File: src/rtl/agu_pkg.sv
// rtl/agu_pkg.sv - shared state encoding, control-bit indices and address field bounds
package agu_pkg;

    typedef enum logic [3:0] {
        IDLE     = 4'd0,
        CLR      = 4'd1,
        LD_BYTE  = 4'd2,
        LD_RC    = 4'd3,
        LD_MEM   = 4'd4,
        BEAT     = 4'd5,
        MEM_STEP = 4'd6,
        ROW_STEP = 4'd7,
        END      = 4'd8,
        DONE     = 4'd9
    } state_t;

    typedef enum int {
        CTL_RC   = 0,
        CTL_BYTE = 1,
        CTL_FB   = 2,
        CTL_MEM  = 3
    } ctl_bit_t;

    localparam int MEM_HI  = 39;
    localparam int MEM_LO  = 24;
    localparam int BYTE_HI = 23;
    localparam int BYTE_LO = 8;
    localparam int RC_HI   = 7;
    localparam int RC_LO   = 0;

endpackage

File: src/rtl/agu_xfer_seq_if.sv
// rtl/agu_xfer_seq_if.sv - descriptor handshake, generator strobes and beat pacing bundle
interface agu_xfer_seq_if #(
    parameter int LEN_W = 16
);
    logic             tr_valid;
    logic             tr_ready;
    logic [39:0]      tr_addresses;
    logic [3:0]       tr_control;
    logic [LEN_W-1:0] tr_length;
    logic [39:0]      latch_tr_addresses;
    logic [3:0]       latch_tr_control;
    logic             clear_agu;
    logic             byte_gen_ldinit;
    logic             rc_gen_ldinit;
    logic             mem_gen_ldinit;
    logic             byte_gen_enable;
    logic             rc_gen_enable;
    logic             mem_gen_enable;
    logic             fb_gen_enable;
    logic             beat_valid;
    logic             mem_ready;
    logic             xfer_busy;
    logic             xfer_done;

    modport master (
        output tr_valid, tr_addresses, tr_control, tr_length, mem_ready,
        input  tr_ready, latch_tr_addresses, latch_tr_control, clear_agu,
               byte_gen_ldinit, rc_gen_ldinit, mem_gen_ldinit,
               byte_gen_enable, rc_gen_enable, mem_gen_enable, fb_gen_enable,
               beat_valid, xfer_busy, xfer_done
    );

    modport slave (
        input  tr_valid, tr_addresses, tr_control, tr_length, mem_ready,
        output tr_ready, latch_tr_addresses, latch_tr_control, clear_agu,
               byte_gen_ldinit, rc_gen_ldinit, mem_gen_ldinit,
               byte_gen_enable, rc_gen_enable, mem_gen_enable, fb_gen_enable,
               beat_valid, xfer_busy, xfer_done
    );

endinterface

File: src/rtl/agu_xfer_cnt.sv
// rtl/agu_xfer_cnt.sv - beat down-counter and row counter with look-ahead flags for the sequencer
module agu_xfer_cnt #(
    parameter int LEN_W   = 16,
    parameter int ROW_LEN = 16
) (
    input  logic             i_clk,
    input  logic             i_rst,
    input  logic             i_load,
    input  logic [LEN_W-1:0] i_length,
    input  logic             i_beat,
    input  logic             i_row_clr,
    input  logic             i_rc_en,
    output logic             o_remain,
    output logic             o_last_beat,
    output logic             o_row_fill,
    output logic             o_row_hit
);

    localparam int                ROW_W   = $clog2(ROW_LEN + 1);
    localparam logic [ROW_W-1:0] ROW_MAX = ROW_W'(ROW_LEN);

    logic [LEN_W-1:0] r_beats;
    logic [ROW_W-1:0] r_row;

    // Flags look one beat ahead so the FSM can pick its successor in the beat cycle itself.
    assign o_remain    = (r_beats != '0);
    assign o_last_beat = (r_beats == LEN_W'(1));
    assign o_row_fill  = (r_row == ROW_MAX - 1'b1);
    assign o_row_hit   = (r_row == ROW_MAX);

    always_ff @(posedge i_clk) begin
        if (i_rst) begin
            r_beats <= '0;
            r_row   <= '0;
        end else if (i_load) begin
            r_beats <= i_length;
            r_row   <= '0;
        end else begin
            if (i_beat && o_remain)
                r_beats <= r_beats - 1'b1;
            // Without rc stepping the row wraps on its own; with it, ROW_STEP clears it.
            if (i_row_clr)
                r_row <= '0;
            else if (i_beat)
                r_row <= (o_row_fill && !i_rc_en) ? '0 : r_row + 1'b1;
        end
    end

endmodule

File: src/rtl/agu_xfer_seq.sv
// rtl/agu_xfer_seq.sv - transfer sequencer issuing one-hot load/step strobes to the address generator
module agu_xfer_seq
    import agu_pkg::*;
#(
    parameter int LEN_W   = 16,
    parameter int ROW_LEN = 16
) (
    input logic               sys_clk,
    input logic               clear_seq,
    agu_xfer_seq_if.slave     bus
);

    state_t      r_state;
    state_t      w_next;
    state_t      w_tail;
    logic [39:0] r_addr;
    logic [3:0]  r_ctl;

    logic w_accept;
    logic w_beat;
    logic w_remain;
    logic w_last_beat;
    logic w_row_fill;
    logic w_row_hit;

    logic w_clear_agu, w_ld_byte, w_ld_rc, w_ld_mem;
    logic w_en_byte, w_en_rc, w_en_mem, w_en_fb;

    assign w_accept = (r_state == IDLE) && bus.tr_valid;
    assign w_beat   = (r_state == BEAT) && bus.mem_ready;
    assign w_tail   = r_ctl[CTL_FB] ? END : DONE;

    agu_xfer_cnt #(
        .LEN_W   (LEN_W),
        .ROW_LEN (ROW_LEN)
    ) u_cnt (
        .i_clk       (sys_clk),
        .i_rst       (clear_seq),
        .i_load      (w_accept),
        .i_length    (bus.tr_length),
        .i_beat      (w_beat),
        .i_row_clr   (r_state == ROW_STEP),
        .i_rc_en     (r_ctl[CTL_RC]),
        .o_remain    (w_remain),
        .o_last_beat (w_last_beat),
        .o_row_fill  (w_row_fill),
        .o_row_hit   (w_row_hit)
    );

    always_ff @(posedge sys_clk) begin
        if (clear_seq) begin
            r_state <= IDLE;
            r_addr  <= '0;
            r_ctl   <= '0;
        end else begin
            r_state <= w_next;
            if (w_accept) begin
                r_addr[MEM_HI:MEM_LO]   <= bus.tr_addresses[MEM_HI:MEM_LO];
                r_addr[BYTE_HI:BYTE_LO] <= bus.tr_addresses[BYTE_HI:BYTE_LO];
                r_addr[RC_HI:RC_LO]     <= bus.tr_addresses[RC_HI:RC_LO];
                r_ctl                   <= bus.tr_control;
            end
        end
    end

    always_comb begin
        w_next      = r_state;
        w_clear_agu = 1'b0;
        w_ld_byte   = 1'b0;
        w_ld_rc     = 1'b0;
        w_ld_mem    = 1'b0;
        w_en_byte   = 1'b0;
        w_en_rc     = 1'b0;
        w_en_mem    = 1'b0;
        w_en_fb     = 1'b0;
        case (r_state)
            IDLE:    if (bus.tr_valid) w_next = CLR;
            CLR:     begin w_clear_agu = 1'b1; w_next = LD_BYTE; end
            LD_BYTE: begin w_ld_byte = 1'b1; w_next = LD_RC; end
            LD_RC:   begin w_ld_rc = 1'b1; w_next = LD_MEM; end
            LD_MEM:  begin w_ld_mem = 1'b1; w_next = w_remain ? BEAT : w_tail; end
            BEAT: begin
                if (bus.mem_ready) begin
                    w_en_byte = 1'b1;
                    if (r_ctl[CTL_MEM])                   w_next = MEM_STEP;
                    else if (r_ctl[CTL_RC] && w_row_fill) w_next = ROW_STEP;
                    else if (!w_last_beat)                w_next = BEAT;
                    else                                  w_next = w_tail;
                end
            end
            MEM_STEP: begin
                w_en_mem = 1'b1;
                if (r_ctl[CTL_RC] && w_row_hit) w_next = ROW_STEP;
                else if (w_remain)              w_next = BEAT;
                else                            w_next = w_tail;
            end
            ROW_STEP: begin w_en_rc = 1'b1; w_next = w_remain ? BEAT : w_tail; end
            END:      begin w_en_fb = r_ctl[CTL_FB]; w_next = DONE; end
            DONE:     w_next = IDLE;
            default:  w_next = IDLE;
        endcase
    end

    assign bus.tr_ready           = (r_state == IDLE);
    assign bus.xfer_busy          = (r_state != IDLE);
    assign bus.beat_valid         = (r_state == BEAT);
    assign bus.xfer_done          = (r_state == DONE);
    assign bus.latch_tr_addresses = r_addr;
    assign bus.latch_tr_control   = r_ctl;
    assign bus.clear_agu          = w_clear_agu;
    assign bus.byte_gen_ldinit    = w_ld_byte;
    assign bus.rc_gen_ldinit      = w_ld_rc;
    assign bus.mem_gen_ldinit     = w_ld_mem;
    assign bus.byte_gen_enable    = w_en_byte;
    assign bus.rc_gen_enable      = w_en_rc;
    assign bus.mem_gen_enable     = w_en_mem;
    assign bus.fb_gen_enable      = w_en_fb;

    a_one_strobe: assert property (@(posedge sys_clk) disable iff (clear_seq)
        $onehot0({w_clear_agu, w_ld_byte, w_ld_rc, w_ld_mem, w_en_byte, w_en_rc, w_en_mem, w_en_fb}));

endmodule

File: src/flat_wrapper.sv
// flat-port wrapper written by rule: the top's interface ports become plain ports
module agu_xfer_seq_flat import agu_pkg::*;
#(
    parameter int LEN_W   = 16,
    parameter int ROW_LEN = 16
)
  (sys_clk, clear_seq, bus_tr_valid, bus_tr_addresses, bus_tr_control, bus_tr_length, bus_mem_ready, bus_tr_ready, bus_latch_tr_addresses, bus_latch_tr_control, bus_clear_agu, bus_byte_gen_ldinit, bus_rc_gen_ldinit, bus_mem_gen_ldinit, bus_byte_gen_enable, bus_rc_gen_enable, bus_mem_gen_enable, bus_fb_gen_enable, bus_beat_valid, bus_xfer_busy, bus_xfer_done);
  agu_xfer_seq_if #(.LEN_W(LEN_W)) bus_i ();
  input logic sys_clk;
  input logic clear_seq;
  input wire logic [$bits(bus_i.tr_valid)-1:0] bus_tr_valid;
  input wire logic [$bits(bus_i.tr_addresses)-1:0] bus_tr_addresses;
  input wire logic [$bits(bus_i.tr_control)-1:0] bus_tr_control;
  input wire logic [$bits(bus_i.tr_length)-1:0] bus_tr_length;
  input wire logic [$bits(bus_i.mem_ready)-1:0] bus_mem_ready;
  output wire logic [$bits(bus_i.tr_ready)-1:0] bus_tr_ready;
  output wire logic [$bits(bus_i.latch_tr_addresses)-1:0] bus_latch_tr_addresses;
  output wire logic [$bits(bus_i.latch_tr_control)-1:0] bus_latch_tr_control;
  output wire logic [$bits(bus_i.clear_agu)-1:0] bus_clear_agu;
  output wire logic [$bits(bus_i.byte_gen_ldinit)-1:0] bus_byte_gen_ldinit;
  output wire logic [$bits(bus_i.rc_gen_ldinit)-1:0] bus_rc_gen_ldinit;
  output wire logic [$bits(bus_i.mem_gen_ldinit)-1:0] bus_mem_gen_ldinit;
  output wire logic [$bits(bus_i.byte_gen_enable)-1:0] bus_byte_gen_enable;
  output wire logic [$bits(bus_i.rc_gen_enable)-1:0] bus_rc_gen_enable;
  output wire logic [$bits(bus_i.mem_gen_enable)-1:0] bus_mem_gen_enable;
  output wire logic [$bits(bus_i.fb_gen_enable)-1:0] bus_fb_gen_enable;
  output wire logic [$bits(bus_i.beat_valid)-1:0] bus_beat_valid;
  output wire logic [$bits(bus_i.xfer_busy)-1:0] bus_xfer_busy;
  output wire logic [$bits(bus_i.xfer_done)-1:0] bus_xfer_done;
  assign bus_i.tr_valid = bus_tr_valid;
  assign bus_i.tr_addresses = bus_tr_addresses;
  assign bus_i.tr_control = bus_tr_control;
  assign bus_i.tr_length = bus_tr_length;
  assign bus_i.mem_ready = bus_mem_ready;
  assign bus_tr_ready = bus_i.tr_ready;
  assign bus_latch_tr_addresses = bus_i.latch_tr_addresses;
  assign bus_latch_tr_control = bus_i.latch_tr_control;
  assign bus_clear_agu = bus_i.clear_agu;
  assign bus_byte_gen_ldinit = bus_i.byte_gen_ldinit;
  assign bus_rc_gen_ldinit = bus_i.rc_gen_ldinit;
  assign bus_mem_gen_ldinit = bus_i.mem_gen_ldinit;
  assign bus_byte_gen_enable = bus_i.byte_gen_enable;
  assign bus_rc_gen_enable = bus_i.rc_gen_enable;
  assign bus_mem_gen_enable = bus_i.mem_gen_enable;
  assign bus_fb_gen_enable = bus_i.fb_gen_enable;
  assign bus_beat_valid = bus_i.beat_valid;
  assign bus_xfer_busy = bus_i.xfer_busy;
  assign bus_xfer_done = bus_i.xfer_done;
  agu_xfer_seq #(.LEN_W(LEN_W), .ROW_LEN(ROW_LEN)) u_core (.sys_clk(sys_clk), .clear_seq(clear_seq), .bus(bus_i));
endmodule
File: config.mk
export PLATFORM = sky130hd
export DESIGN_NAME = agu_xfer_seq_flat
export DESIGN_NICKNAME = d
export VERILOG_FILES = /design/src/rtl/agu_pkg.sv /design/src/rtl/agu_xfer_seq_if.sv /design/src/rtl/agu_xfer_cnt.sv /design/src/rtl/agu_xfer_seq.sv /design/src/flat_wrapper.sv
export SDC_FILE = /design/constraint.sdc
export NUM_CORES = 1
export LEC_CHECK = 0
export ABC_AREA = 1
export CAP_MARGIN = 20
export CORE_MARGIN = 2
export CORE_UTILIZATION = 30
export DETAILED_ROUTE_END_ITERATION = 8
export PLACE_DENSITY_LB_ADDON = 0.08
export SLEW_MARGIN = 40
export SYNTH_ARGS = -nofsm -noshare
export SYNTH_HDL_FRONTEND = slang
export SYNTH_HIERARCHICAL = 1
export SYNTH_SLANG_ARGS = --single-unit
File: constraint.sdc
create_clock -name sys_clk -period 2.3 [get_ports sys_clk]
set_clock_uncertainty 0.1 [all_clocks]
set_input_delay 0.575 -clock sys_clk [delete_from_list [all_inputs] [get_ports sys_clk]]
set_output_delay 0.575 -clock sys_clk [all_outputs]
set_load 0.1 [all_outputs]
== Word-level counts from Yosys, hierarchy flattened ==
Cells that the tools add are included.

* Flip-flop bits (word level): 69
* Input bits: 64

* Reductions and logical operators: 14
* $add $sub $neg: 2
* Mux-type cells: 21
* Equal/unequal tests: 14

{| class="wikitable"
|+ Operators with widths
! cell !! number
|-
| two-way mux 16 bit || 2
|-
| case mux 4 bit (8 select lines) || 1
|-
| two-way mux 4 bit || 7
|-
| equality test 16 x 1 -> 1 bit, second input constant || 1
|-
| equality test 4 x 3 -> 1 bit, second input constant || 4
|-
| nonzero test 16 bit || 1
|-
| subtractor 16 x 1 -> 16 bit, second input constant || 1
|-
| two-way mux 1 bit || 10
|-
| equality test 4 x 2 -> 1 bit, second input constant || 2
|-
| equality test 4 bit, second input constant || 2
|-
| logical AND 1 bit || 6
|-
| adder 5 x 1 -> 5 bit, second input constant || 1
|-
| equality test 5 x 4 -> 1 bit, second input constant || 1
|-
| equality test 5 bit, second input constant || 1
|-
| two-way mux 5 bit || 1
|-
| equality test 4 x 1 -> 1 bit, second input constant || 1
|-
| logical NOT 4 bit || 1
|-
| != test 2 bit, second input constant || 2
|-
| nonzero test 4 bit || 1
|-
| OR reduction 3 bit || 1
|-
| AND reduction 2 bit || 1
|-
| nonzero test 2 bit || 1
|-
| OR reduction 2 bit || 1
|-
| logical NOT 1 bit || 1
|}

== Logic depth before layout (Yosys ltp) ==
Gate-level depths: netlist (run 1).

* Depth after elaboration: 6
* Depth in mapped cells: 13
* Mapped depth without buffers: 13

== Modules after synthesis ==
Netlist (run 1), hierarchy kept.

{| class="wikitable"
|+ Modules (own cells, without submodules)
! module !! area an instance (µm²) !! instances !! seq. area each (µm²) !! cells each
|-
| agu_xfer_seq || 1,945.6 || 1 || 960.9 || 265
|-
| agu_xfer_cnt || 1,437.6 || 1 || 420.4 || 239
|}

== Worst setup path after synthesis (run 1) ==
OpenSTA, ideal clock, no wires.

* Path kind: flip-flop to output port
* From: register u_core.r_state[0]
* To: output bus_xfer_done
* Path slack: -1.021 ns
* Stages on the path, launching flop included: 3
* Arrival time: 2.646 ns
* Buffers on the path: 0
* Required time: 1.625 ns
* Path through: dfxtp_1 nand2_1 nor3_1

* Longest elaborated chain between the ends: 1

{| class="wikitable"
|+ RTL lines
! item !! RTL line !! source
|-
| start, declared || agu_xfer_seq.sv:13 || <nowiki>state_t r_state;</nowiki>
|-
| start signal, assigned || agu_xfer_seq.sv:56 || <nowiki>r_state <= w_next;</nowiki>
|-
| equality test 4 bit || agu_xfer_seq.sv:107 || <nowiki>assign bus.xfer_done = (r_state == DONE);</nowiki>
|-
| end, declared || flat_wrapper.sv:29 || <nowiki>output wire logic [$bits(bus_i.xfer_done)-1:0] bus_xfer_done;</nowiki>
|}

Every way passes these cells.

== Worst setup path in the final report (run 1) ==
* From: register u_core.r_state[0]
* To: output bus_beat_valid

* Longest elaborated chain between the ends: 1

{| class="wikitable"
|+ RTL lines
! item !! RTL line !! source
|-
| equality test 4 x 3 -> 1 bit || agu_xfer_seq.sv:106 || <nowiki>assign bus.beat_valid = (r_state == BEAT);</nowiki>
|-
| end, declared || flat_wrapper.sv:27 || <nowiki>output wire logic [$bits(bus_i.beat_valid)-1:0] bus_beat_valid;</nowiki>
|}

Every way passes these cells.

==> results of run 1 <==
## final timing paths
kind	from	endpoint	slack, ps	cells past startpoint
worst min register to register	u_core/u_cnt/r_row[4]	u_core/u_cnt/r_row[4]	400	2
worst max-delay path	u_core/r_state[0]	bus_beat_valid	140	3
worst max register to register	u_core/u_cnt/r_beats[0]	u_core/r_state[3]	280	12
worst min-delay path	u_core/u_cnt/r_row[4]	u_core/u_cnt/r_row[4]	400	2
## per-layer routing
layer	vias to the layer above	routed length [um]	global-route usage [%]
li1	1862	-	-
met1	1627	4570	22.8
met2	100	4550	26.2
met3	11	841	5.64
met4	0	123	6.52
met5	-	0	0
## state kept, by name, indices dropped and copies added, names as in the netlist
name                           flops
u_core/u_cnt/r_row                 5
u_core/r_state                     4
u_core/bus.latch_tr_control        4
u_core/u_cnt/r_beats              16
u_core/bus.latch_tr_addresses     40
## where the power goes
group	total (mW)	internal (mW)	switching, mW
Sequential	1.45	1.34	0.110
Clock	1.51	0.955	0.555
Combinational	1.95	0.543	1.41
Total	4.92	2.84	2.08
## metrics by stage
| step | hold WS, ps | instances | setup slack [ps] |
|---|---|---|---|
| CTS | 395 | 772 | 44.3 |
| finish | 402 | 773 | 145 |
| global route | 434 | 773 | 68.7 |
| global placement | 385 | 756 | 98.4 |
| detailed placement | 386 | 756 | 103 |
| floorplan | 355 | 504 | -255 |
## cell families (layout without fill, tap and decap cells)
group,after synthesis,in the layout,share of synthesized area [%]
compound gates,88,88,13.4
xor+xnor,3,3,0.777
fa+ha+maj,4,4,1.48
buf+inv,66,195,8.32
flops,69,69,40.8
mux,2,2,0.592
simple gates,272,272,34.6
## placed cells by master (no fill, tap or decap), types with 15 or more instances in the layout
cell type        count
o21ai_0             58
inv_1               43
buf_12              15
clkdlybuf4s50_1     63
dfxtp_1             67
nand2_1             77
buf_4               54
nand3_1             30
a21oi_1             24
nor2_1             129
## worst min-delay path: stages (launching register included)
cell	delay (ps)
dfxtp_1	330
nand2_1	70
a21oi_1	60
## timing repair
item | 4_1_cts | 5_1_grt
hold buffers | 0 | 0
endpoints found under the setup margin | 1 | 1
buffers inserted | 0 | 1
pin swaps | 0 | 1
resized for setup | 1 | 0
## cell type report
cell class / instances / area, um2 / area share (%)
inverters: 47 / 184 / 3.57
well taps: 140 / 175 / 3.40
repair buffers: 132 / 1340 / 25.9
clock buffers: 9 / 225 / 4.37
flip-flops and latches: 69 / 1380 / 26.9
multi-input cells: 369 / 1750 / 34.0
clock inverters: 7 / 98.8 / 1.92
==> run summary, run 1 <==
Detailed placement HPWL: 7.41 mm
Total track usage: 17.3%
Total Power: 4.92 mW
GRT overflow: 0
I/O Pins: 120
Fmax: 464 MHz
Residual DRC count: 0
WS Path Type: reg -> out
CTS max path bufs: 2
Antenna-violating nets left: 0
Crit-path max FO: 6
# diodes: 0
Worst Hold Class: reg -> reg
Worst VDD drop: 0.000393 V
CTS buffer count: 9
Crit path largest cell delay: 460 ps
Max_slew headroom: 68.3%
Die area: 0.0121 mm2
Yosys top cell area share: 40.8%
CTS root buf: clkbuf_16
Via count: 3600
Distinct cells, synth: 31
Average cell area after synthesis: 6.71 um2
Slew of the pin with the lowest slew margin: 475 ps
First DRT Iteration DRCs: 124
Vias/cell: 4.66
Final Hold Viols: 0
Final Core Density: 47.1%
Predominant post-synthesis flop cell: dfxtp_1
Crit-path cells: nand2_1, nor2_4, buf_12
YS warnings: 6
Power Dens Cells: 954 mW/mm2
Top-count cell post-synth: nor2_1
Drt pass-1 iters: 6
Synth area leader: dfxtp_1
I/O Buffers: 119
Initial Util: 30.9%
Endpoints failing setup: 0
Clock Latency Late Sink: 330 ps
Largest net degree at the start of global routing: 47
H-tree Lvls: 3
Netlist Area Pre-Place: 0.00338 mm2
CP arrival: 1480 ps
Sequential fraction of the synthesis area: 40.8%
Crit start category: flip-flop
Row cnt: 38
Minimum clock period: 2160 ps
Gp weighted congestion: 0.846
Antenna violations before repair: 0
Highest-delay cell along the critical path: dfxtp_1
Clock-pin slew on the worst setup and hold paths: 60 ps
Tcrit/Tclk final: 93.7%
DRT Wirelength: 10.1 mm
Die width: 110 um
# fillers: 1137
Area grow syn2layout: 52.3%
First-pass GRT wire length: 16.4 mm
CTS tree: done
Crit path buf inv count: 1
Area post-placement: 0.00482 mm2
Clk sink count: 69
Average routed wire per standard cell: 13.0 um
Outcome: complete, no violations
Post-synth EDFFs: 0
Max Slew Vio Count: 0
Pleak: 2.34 nW
Setup TNS: 0 ps
Top cells by count, synth: nor2_1 (135), nand2_1 (77), dfxtp_1 (69)
Family with the most delay on the worst path: simple AND/OR/NAND/NOR gates
# nets final: 696
Die height: 110 um
Synth area leaders: dfxtp_1 (41%), nor2_1 (15%), o21ai_0 (8.6%)
Finished Cell Area: 0.00515 mm2
Share of layout cells above drive strength 1: 18.3%
Number of global-route vias before repair: 3436
Synth Instances: 504
CP Data Required Time: 1620 ps
Max-Cap Viols: 0
RSZ-0062 raised after global routing: false
Synthesized flop and latch total: 69
Asr flop ratio synth: 0%
Core area: 0.0109 mm2
Post-Syn Nets: 572
CP Capture Type: primary output
(Power assumes the default switching activity.)
==> run 2, diff against run 1 <==
Settings changed: CORE_UTILIZATION 30 to 45.
==> run summary, run 2 (synthesized netlist as in run 1, its figures left out) <==
Die width: 90.7 um (-18%)
Vias/cell: 4.96 (+6.6%)
Endpoints failing setup: 0 (unchanged)
Detailed placement HPWL: 6.94 mm (-6.3%)
Drt pass-1 iters: 5 (-1)
Tcrit/Tclk final: 94.8% (+1.1 points)
Die height: 90.7 um (-18%)
# fillers: 646 (-43%)
Residual DRC count: 0 (unchanged)
Clock-pin slew on the worst setup and hold paths: 70 ps (about the same)
Most frequent cells in the layout: nor2_1 (129), nand2_1 (77), dfxtp_1 (66), clkdlybuf4s50_1 (63), o21ai_0 (58)
Pleak: 2.30 nW (-1.5%)
Share of layout cells above drive strength 1: 18.4% (+0.029 points)
Outcome: complete, no violations
Antenna violations before repair: 0 (unchanged)
Total track usage: 23.5% (+6.2 points)
Initial Util: 46.6% (+16 points)
Largest net degree at the start of global routing: 37 (-21%)
Die area: 0.00823 mm2 (-32%)
Area grow syn2layout: 48.3%
CTS max path bufs: 2 (unchanged)
Final Hold Viols: 0 (unchanged)
I/O Buffers: 119 (unchanged)
I/O Pins: 120 (unchanged)
GRT overflow: 0 (unchanged)
Crit-path max FO: 6 (unchanged)
WS Path Type: reg -> out
CP arrival: 1510 ps (+30 ps)
Fmax: 458 MHz (-1.2%)
Max Slew Vio Count: 0 (unchanged)
Total Power: 4.58 mW (-6.7%)
Core area: 0.00725 mm2 (-34%)
RSZ-0062 raised after global routing: false
# nets final: 696 (unchanged)
Crit start category: flip-flop
Antenna-violating nets left: 0 (unchanged)
Gp weighted congestion: 0.912 (+7.7%)
Most common cell after layout, fill and taps aside: nor2_1
Row cnt: 31 (-18%)
Max FFs per register: 40 (unchanged)
Dpl cells: 714 (-5.6%)
Minimum clock period: 2180 ps (+26.1 ps)
Hold_buf cts: 0 (unchanged)
Power Dens Cells: 914 mW/mm2 (-4.2%)
CTS buffer count: 9 (unchanged)
Average routed wire per standard cell: 12.8 um (-1.6%)
H-tree Lvls: 3 (unchanged)
CTS root buf: clkbuf_8
Slew of the pin with the lowest slew margin: 437 ps (-38.4 ps)
CP Data Required Time: 1620 ps (about the same)
Worst VDD drop: 0.000566 V (+44%)
Clk sink count: 69 (unchanged)
CTS tree: done
DRT Wirelength: 9.38 mm (-6.9%)
Worst Hold Class: reg -> reg
First-pass GRT wire length: 15.7 mm (-4.4%)
Finished Layout Cells: 731 (-5.4%)
CP Capture Type: primary output
Max_slew headroom: 70.7% (+2.3 points)
Number of global-route vias before repair: 3469 (+0.96%)
Clock Latency Late Sink: 350 ps (+20 ps)
Max-Cap Viols: 0 (unchanged)
Via count: 3628 (+0.78%)
First DRT Iteration DRCs: 165 (+33%)
# diodes: 0 (unchanged)
run 2: cell types whose count changed in the layout (fill, tap and decap cells not counted):
cell / delta
clkbuf_16: -9
clkbuf_8: +9
bufinv_16: +1
clkinvlp_4: -1
dfxtp_1: -1
dfxtp_2: +1
inv_6: -1
run 2: power breakdown:
group	total (mW)	internal [mW]	switching [mW]
combinational	1.94	0.540	1.40
clock	1.20	0.716	0.480
sequential	1.45	1.34	0.112
run 2: path summary, 6_finish.rpt:
kind | from | end | slack (ps) | cells past startpoint
worst max-delay path | u_core/r_state[0] | bus_xfer_done | 120 | 3
worst min-delay path | u_core/u_cnt/r_row[4] | u_core/u_cnt/r_row[4] | 390 | 2
worst max register to register | u_core/u_cnt/r_beats[0] | u_core/r_state[3] | 240 | 12
worst min register to register | u_core/u_cnt/r_row[4] | u_core/u_cnt/r_row[4] | 390 | 2
run 2: what timing repair did:
item                                    4_1_cts  5_1_grt
resized for setup                             1        1
hold endpoints to repair                      0        0
endpoints found under the setup margin        1        2
pin swaps                                     0        1
setup buffers                                 0        2
run 2: per-layer routing:
metal  part of all wire [%]  track usage [%]  vias to the layer above  routed length [um]
met5                      0                0                        -                   0
met4                    2.2             9.74                        0                 206
met3                    7.8             7.60                       18                 732
met2                     48             39.8                      113                4480
met1                     42             27.2                     1640                3960
li1                       -                -                     1857                   -
run 2: layout make-up:
type                       count  area (um2)  area share [%]
inverter                      47         184            3.67
clock buffer                   9         124            2.47
tap                           99         124            2.47
timing repair buffer         132        1340            26.6
sequential                    69        1390            27.6
multi-input combinational    369        1750            34.9
clock inverter                 6         113            2.24
run 2: metrics by stage:
stage          cell area (um2)  hold slack, ps  TNS, ps  setup slack (ps)  util (%)
2_1_floorplan             3420             355     -437              -255         -
3_3_place_gp              4760             373        0              70.5      65.7
3_5_place_dp              4760             379        0              52.8      65.7
4_1_cts                   5000             391        0              29.8      68.9
5_1_grt                   5020             410        0              34.8      69.2
6_report                  5020             392        0               119      69.2
run 2: worst max-delay path: stages, from the launching register on:
cell and delay [ps]:
dfxtp_1 460, nand2_1 230, nor3_2 250, buf_12 210
==> run 3, diff against run 2 <==
Settings changed: ABC_AREA 1 to default.
==> run summary, run 3 <==
Endpoints failing setup: 0 (unchanged)
Final Core Density: 69.8% (+0.69 points)
Gp weighted congestion: 0.890 (-2.4%)
CP arrival: 2420 ps (+910 ps)
Die width: 90.4 um (-0.34%)
Total track usage: 22.7% (-0.77 points)
Power Dens Cells: 731 mW/mm2 (-20%)
Max_slew headroom: 63.3% (-7.4 points)
Multi-input gate area: 0.00180 mm2 (+3.0%)
Most common cell after layout, fill and taps aside: nand2_1
Distinct cells, synth: 63 (+100%)
Initial Util: 46.3% (-0.33 points)
Residual DRC count: 0 (unchanged)
Post-Syn Nets: 481 (-16%)
Crit-path max FO: 2 (-4)
Netlist Area Pre-Place: 0.00336 mm2 (-0.70%)
Synth Instances: 413 (-18%)
Slew of the pin with the lowest slew margin: 546 ps (+109 ps)
Antenna violations before repair: 0 (unchanged)
R2r setup slk: 40 ps (-200 ps)
DRT Wirelength: 9.15 mm (-2.4%)
Drt pass-1 iters: 4 (-1)
Hold Startpoint: u_core/bus.latch_tr_addresses[9]
Max Slew Vio Count: 0 (unchanged)
Synthesized flop and latch total: 69 (unchanged)
Detailed placement HPWL: 6.39 mm (-7.9%)
Post-synth EDFFs: 0 (unchanged)
# nets final: 615 (-12%)
CP Capture Type: flip-flop
# diodes: 0 (unchanged)
CTS buffer count: 9 (unchanged)
Final Hold Viols: 0 (unchanged)
Vias/cell: 5.31 (+6.9%)
Capture point of the worst reg-to-reg path: u_core/u_cnt/r_beats[5]
Number of global-route vias before repair: 3230 (-6.9%)
Clock-pin slew on the worst setup and hold paths: 80 ps (about the same)
Clk sink count: 69 (unchanged)
Share of layout cells above drive strength 1: 27.0% (+8.6 points)
R2R depth: 7 (-5)
Max FFs per register: 40 (unchanged)
WS Path Type: reg -> reg
Storage cell area: 0.00139 mm2 (+0.27%)
Minimum clock period: 2260 ps (+80.0 ps)
CTS root buf: clkbuf_8
Die area: 0.00817 mm2 (-0.67%)
CTS tree: done
R2r startpoint: u_core/r_state[1]
Sequential fraction of the synthesis area: 41.1% (+0.29 points)
Average routed wire per standard cell: 14.1 um (+9.6%)
Synth area leaders: dfxtp_1 (41%), nand2_1 (11%), a21oi_1 (7.9%)
WHS Path Cells: 2 (unchanged)
Worst VDD drop: 0.000419 V (-26%)
Finished Cell Area: 0.00507 mm2 (+1.0%)
Top cells by count, synth: nand2_1 (100), dfxtp_1 (69), a21oi_1 (53)
Hold WS: 358 ps (-33.7 ps)
GRT overflow: 0 (unchanged)
CP Data Required Time: 2460 ps (+840 ps)
Max-Cap Viols: 0 (unchanged)
Die height: 90.4 um (-0.34%)
Outcome: complete, no violations
Crit start category: flip-flop
Hold endpoint: u_core/bus.latch_tr_addresses[9]
Worst Hold Class: reg -> reg
First DRT Iteration DRCs: 164 (-0.61%)
Top-count cell post-synth: nand2_1
RSZ-0062 raised after global routing: true
Area post-placement: 0.00481 mm2 (+0.95%)
Clock Latency Late Sink: 340 ps (about the same)
Fmax: 442 MHz (-3.5%)
Pleak: 1.98 nW (-14%)
Via count: 3455 (-4.8%)
Area grow syn2layout: 50.8%
I/O Pins: 120 (unchanged)
Average cell area after synthesis: 8.13 um2 (+21%)
Antenna-violating nets left: 0 (unchanged)
Core area: 0.00725 mm2 (unchanged)
I/O Buffers: 119 (unchanged)
Asr flop ratio synth: 0% (unchanged)
First-pass GRT wire length: 15.3 mm (-2.8%)
CTS max path bufs: 2 (unchanged)
Yosys top cell area share: 41.1% (+0.29 points)
Tcrit/Tclk final: 98.3% (+3.5 points)
H-tree Lvls: 3 (unchanged)
Synth area leader: dfxtp_1
# fillers: 623 (-3.6%)
YS warnings: 6 (unchanged)
Largest net degree at the start of global routing: 48 (+30%)
Row cnt: 31 (unchanged)
Most frequent cells in the layout: nand2_1 (100), buf_4 (73), dfxtp_1 (63), clkdlybuf4s50_1 (61), a21oi_1 (52)
Predominant post-synthesis flop cell: dfxtp_1
[run 3: per-stage QoR]
stage,cells,setup TNS [ps],power [mW],setup slack (ps)
floorplan,413,-19450,2.32,-1040
global placement,634,-2230,2.66,-385
detailed placement,634,-2720,2.68,-396
CTS,650,0,3.71,18.7
global route,651,-72.2,3.88,-33.0
finish,651,0,3.71,38.7
[run 3: critical path, cell delays in order, from the launching register on]
cell      delay, ps
dfxtp_2         320
nand2b_4        150
nor2_4          110
and2_4          140
or3b_4          380
or4_4           420
or3_4           340
a311oi_2        210
[run 3: final cells by class]
cell class              count  share of cell area (%)
clock buffers              10                    2.72
clock inverters             6                    1.38
inverters                  19                    1.56
multi-input cells         297                    35.6
flip-flops and latches     69                    27.4
well taps                  99                    2.45
repair buffers            151                    28.9
[run 3: worst max-delay path by stage]
| stage | startpoint | endpoint | slack [ps] | cells past startpoint |
|---|---|---|---|---|
| 3_5_place_dp | bus_mem_ready | u_core/u_cnt/r_beats[3] | -400 | 6 |
| 4_1_cts | u_core/r_state[3] | bus_xfer_busy | 20 | 4 |
| 6_report | u_core/r_state[1] | u_core/u_cnt/r_beats[5] | 40 | 7 |
| 5_1_grt | u_core/u_cnt/r_beats[1] | u_core/r_state[3] | -30 | 9 |
| 2_1_floorplan | u_core/r_state[1] | u_core/u_cnt/r_beats[5] | -1040 | 10 |
| 3_3_place_gp | bus_mem_ready | u_core/u_cnt/r_beats[5] | -380 | 6 |
[run 3: cell families after synthesis]
| logic type | Yosys count | synth area share, % |
|---|---|---|
| flip-flops | 69 | 41.1 |
| multiplexers | 3 | 0.894 |
| AND/OR/NAND/NOR | 186 | 28.0 |
| XOR/XNOR | 3 | 0.782 |
| buffers and inverters | 47 | 8.16 |
| adder cells (fa/ha/maj) | 4 | 1.49 |
| AO/OA/AOI/OAI | 101 | 19.6 |
[run 3: repair_timing]
action                                  4_1_cts  5_1_grt
gates resized for setup                       3       13
endpoints found under the setup margin        2        8
hold buffers                                  0        0
buffers inserted                              0        1
pin swaps                                     1        1
[run 3: power breakdown]
part           leakage (nW)  switching [mW]  internal, mW  total [mW]
combinational          1.32           0.895         0.422        1.32
sequential            0.569          0.0625          1.29        1.35
clock                0.0955           0.500         0.538        1.04
total                  1.98            1.46          2.25        3.71
[run 3: per-layer routing]
layer / track usage (%) / wire length [um] / up-vias
met4: 8.85 / 199 / 0
met3: 6.68 / 559 / 21
met2: 36.8 / 4400 / 110
met5: 0 / 0 / -
li1: - / - / 1720
met1: 28.5 / 3990 / 1604
